### config.mk
export PLATFORM = sky130hd
export DESIGN_NAME = key_debouncer
export DESIGN_NICKNAME = d
export VERILOG_FILES = /design/src/rtl/key_debouncer.sv
export SDC_FILE = /design/constraint.sdc
export NUM_CORES = 1
export LEC_CHECK = 0
export CORE_UTILIZATION = 35
export CTS_BUF_LIST = sky130_fd_sc_hd__clkbuf_2
export DETAILED_ROUTE_END_ITERATION = 16
export GPL_TIMING_DRIVEN = 0
export HOLD_SLACK_MARGIN = 0.05
export MAX_ROUTING_LAYER = met4
export PLACE_DENSITY = 0.57
export SYNTH_ARGS = -nofsm -noshare
export SYNTH_HDL_FRONTEND = slang
export SYNTH_SLANG_ARGS = --single-unit
### constraint.sdc
create_clock -name clk -period 2.7 [get_ports clk]
set_input_delay 0.54 -clock clk [delete_from_list [all_inputs] [get_ports clk]]
set_output_delay 0.54 -clock clk [all_outputs]
set_load 0.01 [all_outputs]
### src/rtl/key_debouncer.sv
// key_debouncer
//   Debounces an active-low, asynchronous push-button and produces a clean
//   pressed level, one-cycle press/release strobes and an optional
//   auto-repeat strobe while the key stays held.
//
// Ports
//   clk           in   sole clock, rising edge
//   rst           in   synchronous reset, active high
//   key_n_raw     in   raw bouncing button, 0 = pressed (asynchronous)
//   key_level     out  debounced pressed level (1 = pressed), registered
//   press_pulse   out  one-cycle strobe on an accepted press
//   release_pulse out  one-cycle strobe on an accepted release
//   repeat_pulse  out  one-cycle auto-repeat strobe while held
module key_debouncer #(
  parameter int unsigned DEBOUNCE_CYCLES = 500000,
  parameter int unsigned REPEAT_EN       = 1,
  parameter int unsigned REPEAT_DELAY    = 25000000,
  parameter int unsigned REPEAT_PERIOD   = 5000000,
  parameter int unsigned CNT_W           = 25
) (
  input  logic clk,
  input  logic rst,
  input  logic key_n_raw,
  output logic key_level,
  output logic press_pulse,
  output logic release_pulse,
  output logic repeat_pulse
);

  localparam logic [CNT_W-1:0] DB_LAST  = CNT_W'(DEBOUNCE_CYCLES - 1);
  localparam logic [CNT_W-1:0] DLY_LAST = CNT_W'(REPEAT_DELAY - 1);
  localparam logic [CNT_W-1:0] PER_LAST = CNT_W'(REPEAT_PERIOD - 1);

  typedef enum logic [1:0] {
    IDLE         = 2'd0,
    PRESS_WAIT   = 2'd1,
    HELD         = 2'd2,
    RELEASE_WAIT = 2'd3
  } state_e;

  // Two-flop synchronizer; resets to the released level so k_s starts at 0.
  logic [1:0] sync_q;
  logic       k_s;

  always_ff @(posedge clk) begin
    if (rst) sync_q <= 2'b11;
    else     sync_q <= {sync_q[0], key_n_raw};
  end

  assign k_s = ~sync_q[1];

  state_e           state_q, state_d;
  logic [CNT_W-1:0] db_cnt_q, db_cnt_d;
  logic [CNT_W-1:0] rpt_cnt_q, rpt_cnt_d;
  logic             rpt_first_q, rpt_first_d;
  logic             level_q, level_d;
  logic             press_q, press_d;
  logic             rel_q, rel_d;
  logic             rpt_q, rpt_d;

  // State register (also holds counters and registered outputs)
  always_ff @(posedge clk) begin
    if (rst) begin
      state_q     <= IDLE;
      db_cnt_q    <= '0;
      rpt_cnt_q   <= '0;
      rpt_first_q <= 1'b1;
      level_q     <= 1'b0;
      press_q     <= 1'b0;
      rel_q       <= 1'b0;
      rpt_q       <= 1'b0;
    end else begin
      state_q     <= state_d;
      db_cnt_q    <= db_cnt_d;
      rpt_cnt_q   <= rpt_cnt_d;
      rpt_first_q <= rpt_first_d;
      level_q     <= level_d;
      press_q     <= press_d;
      rel_q       <= rel_d;
      rpt_q       <= rpt_d;
    end
  end

  // Next-state logic with debounce counter. The counter holds the number of
  // agreeing samples already seen in a WAIT state; the sample that makes it
  // reach DEBOUNCE_CYCLES commits the transition on the same edge.
  always_comb begin
    state_d  = state_q;
    db_cnt_d = db_cnt_q;
    unique case (state_q)
      IDLE: begin
        db_cnt_d = '0;
        if (k_s) state_d = PRESS_WAIT;
      end
      PRESS_WAIT: begin
        if (!k_s) begin
          state_d  = IDLE;
          db_cnt_d = '0;
        end else if (db_cnt_q == DB_LAST) begin
          state_d  = HELD;
          db_cnt_d = '0;
        end else begin
          db_cnt_d = db_cnt_q + CNT_W'(1);
        end
      end
      HELD: begin
        db_cnt_d = '0;
        if (!k_s) state_d = RELEASE_WAIT;
      end
      RELEASE_WAIT: begin
        if (k_s) begin
          state_d  = HELD;
          db_cnt_d = '0;
        end else if (db_cnt_q == DB_LAST) begin
          state_d  = IDLE;
          db_cnt_d = '0;
        end else begin
          db_cnt_d = db_cnt_q + CNT_W'(1);
        end
      end
      default: begin
        state_d  = IDLE;
        db_cnt_d = '0;
      end
    endcase
  end

  // Output logic. Outputs are registered from state_d so they line up with
  // the state register. The repeat counter only advances on edges that land
  // in HELD, so time in RELEASE_WAIT shifts the schedule by exactly the
  // cycles spent there and no repeat can be emitted into RELEASE_WAIT.
  always_comb begin
    rpt_cnt_d   = rpt_cnt_q;
    rpt_first_d = rpt_first_q;
    rpt_d       = 1'b0;
    press_d     = (state_q == PRESS_WAIT)   && (state_d == HELD);
    rel_d       = (state_q == RELEASE_WAIT) && (state_d == IDLE);
    level_d     = (state_d == HELD) || (state_d == RELEASE_WAIT);

    if (press_d) begin
      rpt_cnt_d   = '0;
      rpt_first_d = 1'b1;
    end else if (state_d == HELD) begin
      // Counter restarts on every hit, even with repeat disabled, so it never wraps.
      if (rpt_cnt_q == (rpt_first_q ? DLY_LAST : PER_LAST)) begin
        rpt_cnt_d   = '0;
        rpt_first_d = 1'b0;
        rpt_d       = (REPEAT_EN != 0);
      end else begin
        rpt_cnt_d = rpt_cnt_q + CNT_W'(1);
      end
    end else if (state_d == IDLE) begin
      rpt_cnt_d   = '0;
      rpt_first_d = 1'b1;
    end
  end

  assign key_level     = level_q;
  assign press_pulse   = press_q;
  assign release_pulse = rel_q;
  assign repeat_pulse  = rpt_q;

endmodule

# == Yosys cells after proc, flatten, opt, wreduce, memory -nomap -nowiden ==
# Index checks and enable logic that the tools add are counted.
# op_classes
muxes,19
n_eq_ne,8
reduce_logical,10
add_sub_neg,2
bitwise,1
# ops
op,n
25-bit two-way mux,7
25-bit case mux with 3 select lines,1
"25-bit by 1-bit adder with 25-bit output, second input constant",2
"25-bit by 19-bit equality test with 1-bit output, second input constant",1
25-bit equality test,1
2-bit two-way mux,6
"2-bit equality test, second input constant",4
2-bit case mux with 4 select lines,1
2-bit logical NOT,2
1-bit two-way mux,4
2-bit OR reduction,2
3-bit OR reduction,1
"2-bit by 1-bit equality test with 1-bit output, second input constant",1
1-bit logical AND,2
"2-bit by 1-bit inequality test with 1-bit output, second input constant",1
2-bit AND reduction,1
2-bit nonzero test,1
1-bit logical OR,1
1-bit NOT,1
# word_totals
elab_cells,49
reg_bits,59

# == Longest topological paths before layout ==
# Gate-level depths: netlist of the first run.
# depth
word_depth,7
depth_mapped,9
mapped_depth_nobuf,7

# == Worst setup path after synthesis of the first run ==
# OpenSTA, ideal clock, no wires.
# synth_path
path_type,register to register
start,register db_cnt_q[0]
end,register rpt_cnt_q[21]
required_time_ps,2626
period_less_slack_ps,2265
path_buffers,1
slack_ps,435
stages_incl_launch_ff,9
arrival_ps,2191
setup_ps,74
path_cell_list,dfxtp_1 ha_1 and4_4 and4_4 a21oi_2 or3_1 buf_2 or4_1 a31oi_1
# synth_between
elab_chain_cells,7
# synth_rtl
item,line_no,rtl
"start, declared",53,"logic [CNT_W-1:0] db_cnt_q, db_cnt_d;"
"start signal, assigned",74,db_cnt_q <= db_cnt_d;
25-bit by 19-bit equality test with 1-bit output *,"99, 114",
"2-bit two-way mux, on equally long branches","114, 99",
"2-bit two-way mux, on equally long branches","111, 96",
2-bit case mux with 4 select lines *,90,unique case (state_q)
2-bit equality test,"136, 143",
1-bit logical AND,136,press_d = (state_q == PRESS_WAIT) && (state_d == HELD);
2-bit OR reduction (no line),--,
"end signal, assigned",75,rpt_cnt_q <= rpt_cnt_d;
"end, declared",54,"logic [CNT_W-1:0] rpt_cnt_q, rpt_cnt_d;"
# Mark *: on every way between the ends. The rest lies on a longest branch, timed or not.
# A chain may end at the register's enable or synchronous reset.

# == Worst setup path after layout of the first run ==
# layout_path
start,register db_cnt_q[0]
end,register rpt_cnt_q[15]
# Same word-level chain as after synthesis.

==> results of run 1 <==
## per-stage QoR
stage                     utilization (%)  total power, µW  TNS, ns  setup WS (ns)
final                                40.9             1440        0          0.147
after detailed placement             39.4              921        0         0.0615
after global placement               39.4              921        0         0.0981
after global routing                 40.9             1500  -0.0429        -0.0429
after CTS                            40.8             1460        0        0.00240
after floorplan                         -              909        0          0.435
## state kept, by name (all words and copies together) (netlist names)
name           cells
press_pulse        1
rpt_cnt_q         25
key_level          1
repeat_pulse       1
sync_q             2
db_cnt_q          25
rpt_first_q        1
release_pulse      1
state_q            2
## Yosys cell counts, types with 2 or more instances
library cell	n
nor3_1	5
xnor2_1	11
or2_2	2
and3_1	7
xor2_1	14
nand2_1	50
and4_4	3
clkbuf_1	11
ha_1	2
a31oi_1	15
and2_1	6
o211ai_1	5
nor4b_1	2
or4_1	8
nor4bb_1	3
o21ai_0	7
nand3b_1	3
nand4_1	9
and4b_1	2
and2_0	3
nor3b_1	3
and4_1	7
o31ai_1	3
inv_1	6
nor2_1	42
or3_1	10
a211oi_1	3
o21a_1	2
nand3_1	22
nor4_1	5
dfxtp_1	59
buf_6	2
a21oi_1	10
## area by class of cell
cell class	instances	share of cell area, %
buffer	15	2.36
clock buffer	10	1.55
clock inverter	6	1.74
inverter	6	0.698
multi-input combinational	274	51.2
sequential	59	36.6
tap	102	3.95
timing repair buffer	6	1.86
## how the worst max path moves through the flow
stage,depth (start not counted),slack [ns],endpoint,startpoint
final,8,0.15,rpt_cnt_q[15],db_cnt_q[0]
after global placement,8,0.1,rpt_cnt_q[15],db_cnt_q[5]
after global routing,8,-0.04,rpt_cnt_q[15],db_cnt_q[0]
after detailed placement,8,0.06,rpt_cnt_q[3],db_cnt_q[5]
after floorplan,8,0.44,rpt_cnt_q[21],db_cnt_q[0]
after CTS,8,0.002,rpt_cnt_q[3],db_cnt_q[5]
## metal layers
metal / global-route usage (%) / vias to the layer above / part of all wire, %
li1: - / 1317 / -
met3: 4.80 / 12 / 3.6
met2: 27.8 / 32 / 47
met1: 20.6 / 1155 / 48
met4: 6.67 / 0 / 1.7
met5: - / - / 0
## critical path: stages (launching register included)
cell and delay, ns:
dfxtp_1 0.40, ha_1 0.22, and4_4 0.27, and4_4 0.24
a21oi_2 0.08, nor3_1 0.38, clkbuf_1 0.47, a31oi_1 0.17
a211oi_1 0.23
## power by group through the flow
| stage | Clock [µW] | Sequential [µW] | Combinational (µW) |
|---|---|---|---|
| 2_1_floorplan | 0 | 892 | 17.5 |
| 4_1_cts | 558 | 874 | 28.8 |
| 6_report | 539 | 874 | 29.8 |
| 3_3_place_gp | 0 | 892 | 28.6 |
| 5_1_grt | 593 | 875 | 33.1 |
| 3_5_place_dp | 0 | 892 | 28.7 |
## cell families (layout without fill, tap and decap cells)
family	after synthesis	count (layout)	share of synthesized area (%)
xor gates and xnor gates	25	25	7.49
AOI/OAI and AO/OA	51	51	12.0
buffers and inverters	21	43	3.30
and+or+nand+nor	195	195	35.6
DFF	59	59	40.4
adders and majority gates	3	3	1.20
==> run summary, run 1 <==
Status - completed
Cell Count Post-Placement - 462
Most frequent cells in the layout - dfxtp_1 (59), nand2_1 (50), nor2_1 (42)
Mapped Area - 2920 µm²
Reg area - 1180 µm²
GRT overflow - 0
PD cells - 447 nW/µm²
Nets - 376
TritonCTS Buffers - 9
CP Data Arrival Time - 2.98 ns
Hold Crit Class - reg -> reg
Count of final setup violators - 0
Crit Path Max Fanout - 10
Layout cells sized above 1 - 8.24%
Number of cells on the worst hold path - 1
Comb pwr share - 2.1%
Via count - 2516
Worst R2R Start - db_cnt_q[0]
Ys async rst share - 0%
Synth top area share - 40.4%
Hold_sp - sync_q[0]
Buffers on Ports - 6
Total setup buffers inserted after CTS - 0
Antenna-violating nets left - 0
Multi-input gate area in the final layout - 1650 µm²
Unique masters post-synth - 45
Row count - 32
CTS Hold Bufs - 0
CTS Root Cell - clkbuf_2
Unrepaired setup endpoints after global routing - yes
Wire length after detailed routing - 6610 µm
Largest net degree at the start of global routing - 11
Initial antenna violation count - 0
Yosys Warn Count - 0
Synth area leaders - dfxtp_1 (40%), nand2_1 (6.4%), nor2_1 (5.4%), xor2_1 (4.2%), nand3_1 (3.8%)
Hold_ws - 0.422 ns
Hold worst-path end - sync_q[1]
First-pass DRT Iterations - 6
Non-filler cells, final - 478
Clock tree from TritonCTS - done
# diodes - 0
Leakage power - 0.000944 µW
Sw power - 350 µW
Area after DPL - 3110 µm²
Worst reg-to-reg setup slack - 0.15 ns
Fmax - 392 MHz
Die Wd - 93.4 µm
Part of the power in registers - 60.6%
Yosys reg bits - 59
Reg2Reg Depth - 8
FF-to-FF End - rpt_cnt_q[15]
Switching Share - 24.3%
Hold Vio Cnt, Final - 0
Via/cell ratio - 5.26
Core area - 7890 µm²
Largest area contributor in the netlist - dfxtp_1
WP data required - 3.13 ns
Least-Margin Pin Slew - 0.529 ns
Most common cell after layout, fill and taps aside - dfxtp_1
RePlAce Congestion - 0.790
Cells after Synth - 354
Syn_nets - 359
Die Footprint - 8720 µm²
DR iter-0 viols - 79
Clock sink total - 59
Filler cell count - 808
Layout area overhead - 10.4%
Buffer depth of the longest clock path - 2
Clk pin slew, worst setup/hold paths - 0.17 ns
Routed WL per cell - 13.8 µm
Final instance area - 3230 µm²
Initial Util - 37.1%
First-pass GRT wire length - 11300 µm
DRC viols - 0
Worst vdd ir - 199 µV
Tmin final - 2.55 ns
Placed wire-length estimate - 4660 µm
I/O Pins - 7
Kind of end point of the critical path - flop
Number of global-route vias before repair - 2425
Worst setup SP type - flop
P_int - 1090 µW
EDFF count, synth - 0
Clock latency on the worst-skew pair - 0.51 ns
CTS H-tree depth - 3
Worst Clk Skew - 0.0365 ns
Max Cap Violations - 0
Slew Limit Fails - 0
Max_slew headroom - 64.7%
Die H - 93.4 µm
Tcrit/Tclk final - 94.6%
WS Path Type - reg -> reg
Clock share of power - 37.4%
Sequential fraction of the synthesis area - 40.4%
Syn avg cell area - 8.26 µm²
Post-synth top flop - dfxtp_1
Tot GR Track Use - 17.3%
Post-cts sizing count - 0
Note: power is estimated with default switching activity, not from simulation.
==> inputs of run 2 (changes only) <==
CELL_PAD_IN_SITES_DETAIL_PLACEMENT = 2   (was unset)
CELL_PAD_IN_SITES_GLOBAL_PLACEMENT = 2   (was unset)
PLACE_DENSITY = 0.81   (was 0.57)
RECOVER_POWER = 50   (was unset)
==> run summary, run 2 (synthesis gave the netlist of run 1 again) <==
Status - completed (unchanged)
Initial Util - 37.1% (unchanged)
Total setup buffers inserted after CTS - 0 (unchanged)
First-pass DRT Iterations - 4 (was 6)
WS Path Type - reg -> reg (unchanged)
RePlAce Congestion - 0.790 (about the same)
Filler cell count - 914 (was 808)
Initial antenna violation count - 0 (unchanged)
Worst Clk Skew - 0.0347 ns (was 0.0365 ns)
Count of final setup violators - 0 (unchanged)
DRC viols - 0 (unchanged)
Worst setup SP type - flop (unchanged)
Hold_ws - 0.456 ns (was 0.422 ns)
Core area - 7890 µm² (unchanged)
CTS Hold Bufs - 0 (unchanged)
Routed WL per cell - 17.7 µm (was 13.8 µm)
Fin util - 41.2% (was 40.9%)
Unrepaired setup endpoints after global routing - yes (unchanged)
GRT overflow - 0 (unchanged)
Buffers on Ports - 6 (unchanged)
Post-cts sizing count - 0 (unchanged)
Antenna-violating nets left - 0 (unchanged)
DR iter-0 viols - 55 (was 79)
Fmax - 392 MHz (about the same)
Layout area overhead - 11.2% (was 10.4%)
Die Wd - 93.4 µm (unchanged)
Row count - 32 (unchanged)
Crit Path Max Fanout - 10 (unchanged)
First-pass GRT wire length - 14400 µm (was 11300 µm)
I/O Pins - 7 (unchanged)
Die Footprint - 8720 µm² (unchanged)
Worst vdd ir - 209 µV (was 199 µV)
Max Cap Violations - 0 (unchanged)
Clock latency on the worst-skew pair - 0.51 ns (about the same)
WP data required - 3.12 ns (was 3.13 ns)
Most common cell after layout, fill and taps aside - dfxtp_1 (unchanged)
Hold Crit Class - reg -> reg (unchanged)
Most frequent cells in the layout - dfxtp_1 (57), nand2_1 (50), nor2_1 (42) (was dfxtp_1 (59), nand2_1 (50), nor2_1 (42))
Hold Vio Cnt, Final - 0 (unchanged)
CTS Root Cell - clkbuf_2 (unchanged)
Clk pin slew, worst setup/hold paths - 0.19 ns (was 0.17 ns)
Slew Limit Fails - 0 (unchanged)
Clock tree from TritonCTS - done (unchanged)
Placed wire-length estimate - 6160 µm (was 4660 µm)
Tot GR Track Use - 22.1% (was 17.3%)
Least-Margin Pin Slew - 0.483 ns (was 0.529 ns)
TritonCTS Buffers - 9 (unchanged)
Via/cell ratio - 5.63 (was 5.26)
Wire length after detailed routing - 8450 µm (was 6610 µm)
# diodes - 0 (unchanged)
Via count - 2693 (was 2516)
Nets - 376 (unchanged)
Layout cells sized above 1 - 9.84% (was 8.24%)
Leakage power - 0.000949 µW (was 0.000944 µW)
PD cells - 461 nW/µm² (was 447 nW/µm²)
Clock sink total - 59 (unchanged)
CP Data Arrival Time - 2.97 ns (was 2.98 ns)
Number of global-route vias before repair - 2951 (was 2425)
Buffer depth of the longest clock path - 2 (unchanged)
Kind of end point of the critical path - flop (unchanged)
Tcrit/Tclk final - 94.5% (was 94.6%)
CTS H-tree depth - 3 (unchanged)
Largest net degree at the start of global routing - 13 (was 11)
Die H - 93.4 µm (unchanged)
Top Registers - db_cnt_q x25, rpt_cnt_q x25 (unchanged)
Max_slew headroom - 67.8% (was 64.7%)
Tmin final - 2.55 ns (about the same)
-- run 2: routing by layer --
layer | routed length, µm | part of all wire (%) | global-route usage (%)
met2 | 4560 | 54 | 40.3
met3 | 153 | 1.8 | 5.12
met5 | 0 | 0 | -
met1 | 3610 | 43 | 23.7
met4 | 131 | 1.5 | 6.92
-- run 2: area by class of cell --
class	instances	area, µm²	area share (%)
plain buffers	15	78.8	2.42
clock buffers	9	45.0	1.39
clock inverters	7	76.3	2.35
inverters	6	22.5	0.693
multi-input cells	274	1660	51.0
flip-flops and latches	59	1180	36.4
well taps	102	128	3.93
repair buffers	6	60.1	1.85
-- run 2: worst max-delay path, stage by stage (launching register included) --
cell and delay [ns]:
dfxtp_2 0.40, ha_2 0.21, and4_4 0.27, and4_4 0.24, a21oi_2 0.09, or3_1 0.36
buf_2 0.21, or4_1 0.53, a31oi_1 0.17
-- run 2: metrics by stage --
stage	setup TNS, ns	worst slack, ns	cell area, µm²	total power, µW	std cells
after floorplan	0	0.435	2920	909	354
after global placement	0	0.174	3110	922	462
after detailed placement	0	0.0890	3110	923	462
after CTS	0	0.000770	3230	1520	478
after global routing	-0.0140	-0.0140	3250	1560	478
final	0	0.148	3250	1500	478
-- run 2: worst paths after layout --
kind                                  start             to  slack [ns]  cells after the start
worst min register to register  db_cnt_q[0]    db_cnt_q[0]        0.46                      1
worst max register to register  db_cnt_q[0]  rpt_cnt_q[21]        0.15                      8
worst max-delay path            db_cnt_q[0]  rpt_cnt_q[21]        0.15                      8
worst min-delay path            db_cnt_q[0]    db_cnt_q[0]        0.46                      1
-- run 2: report_power, final --
group	switching [µW]	internal [µW]
sequential	0.603	874
combinational	22.1	9.30
clock	374	218
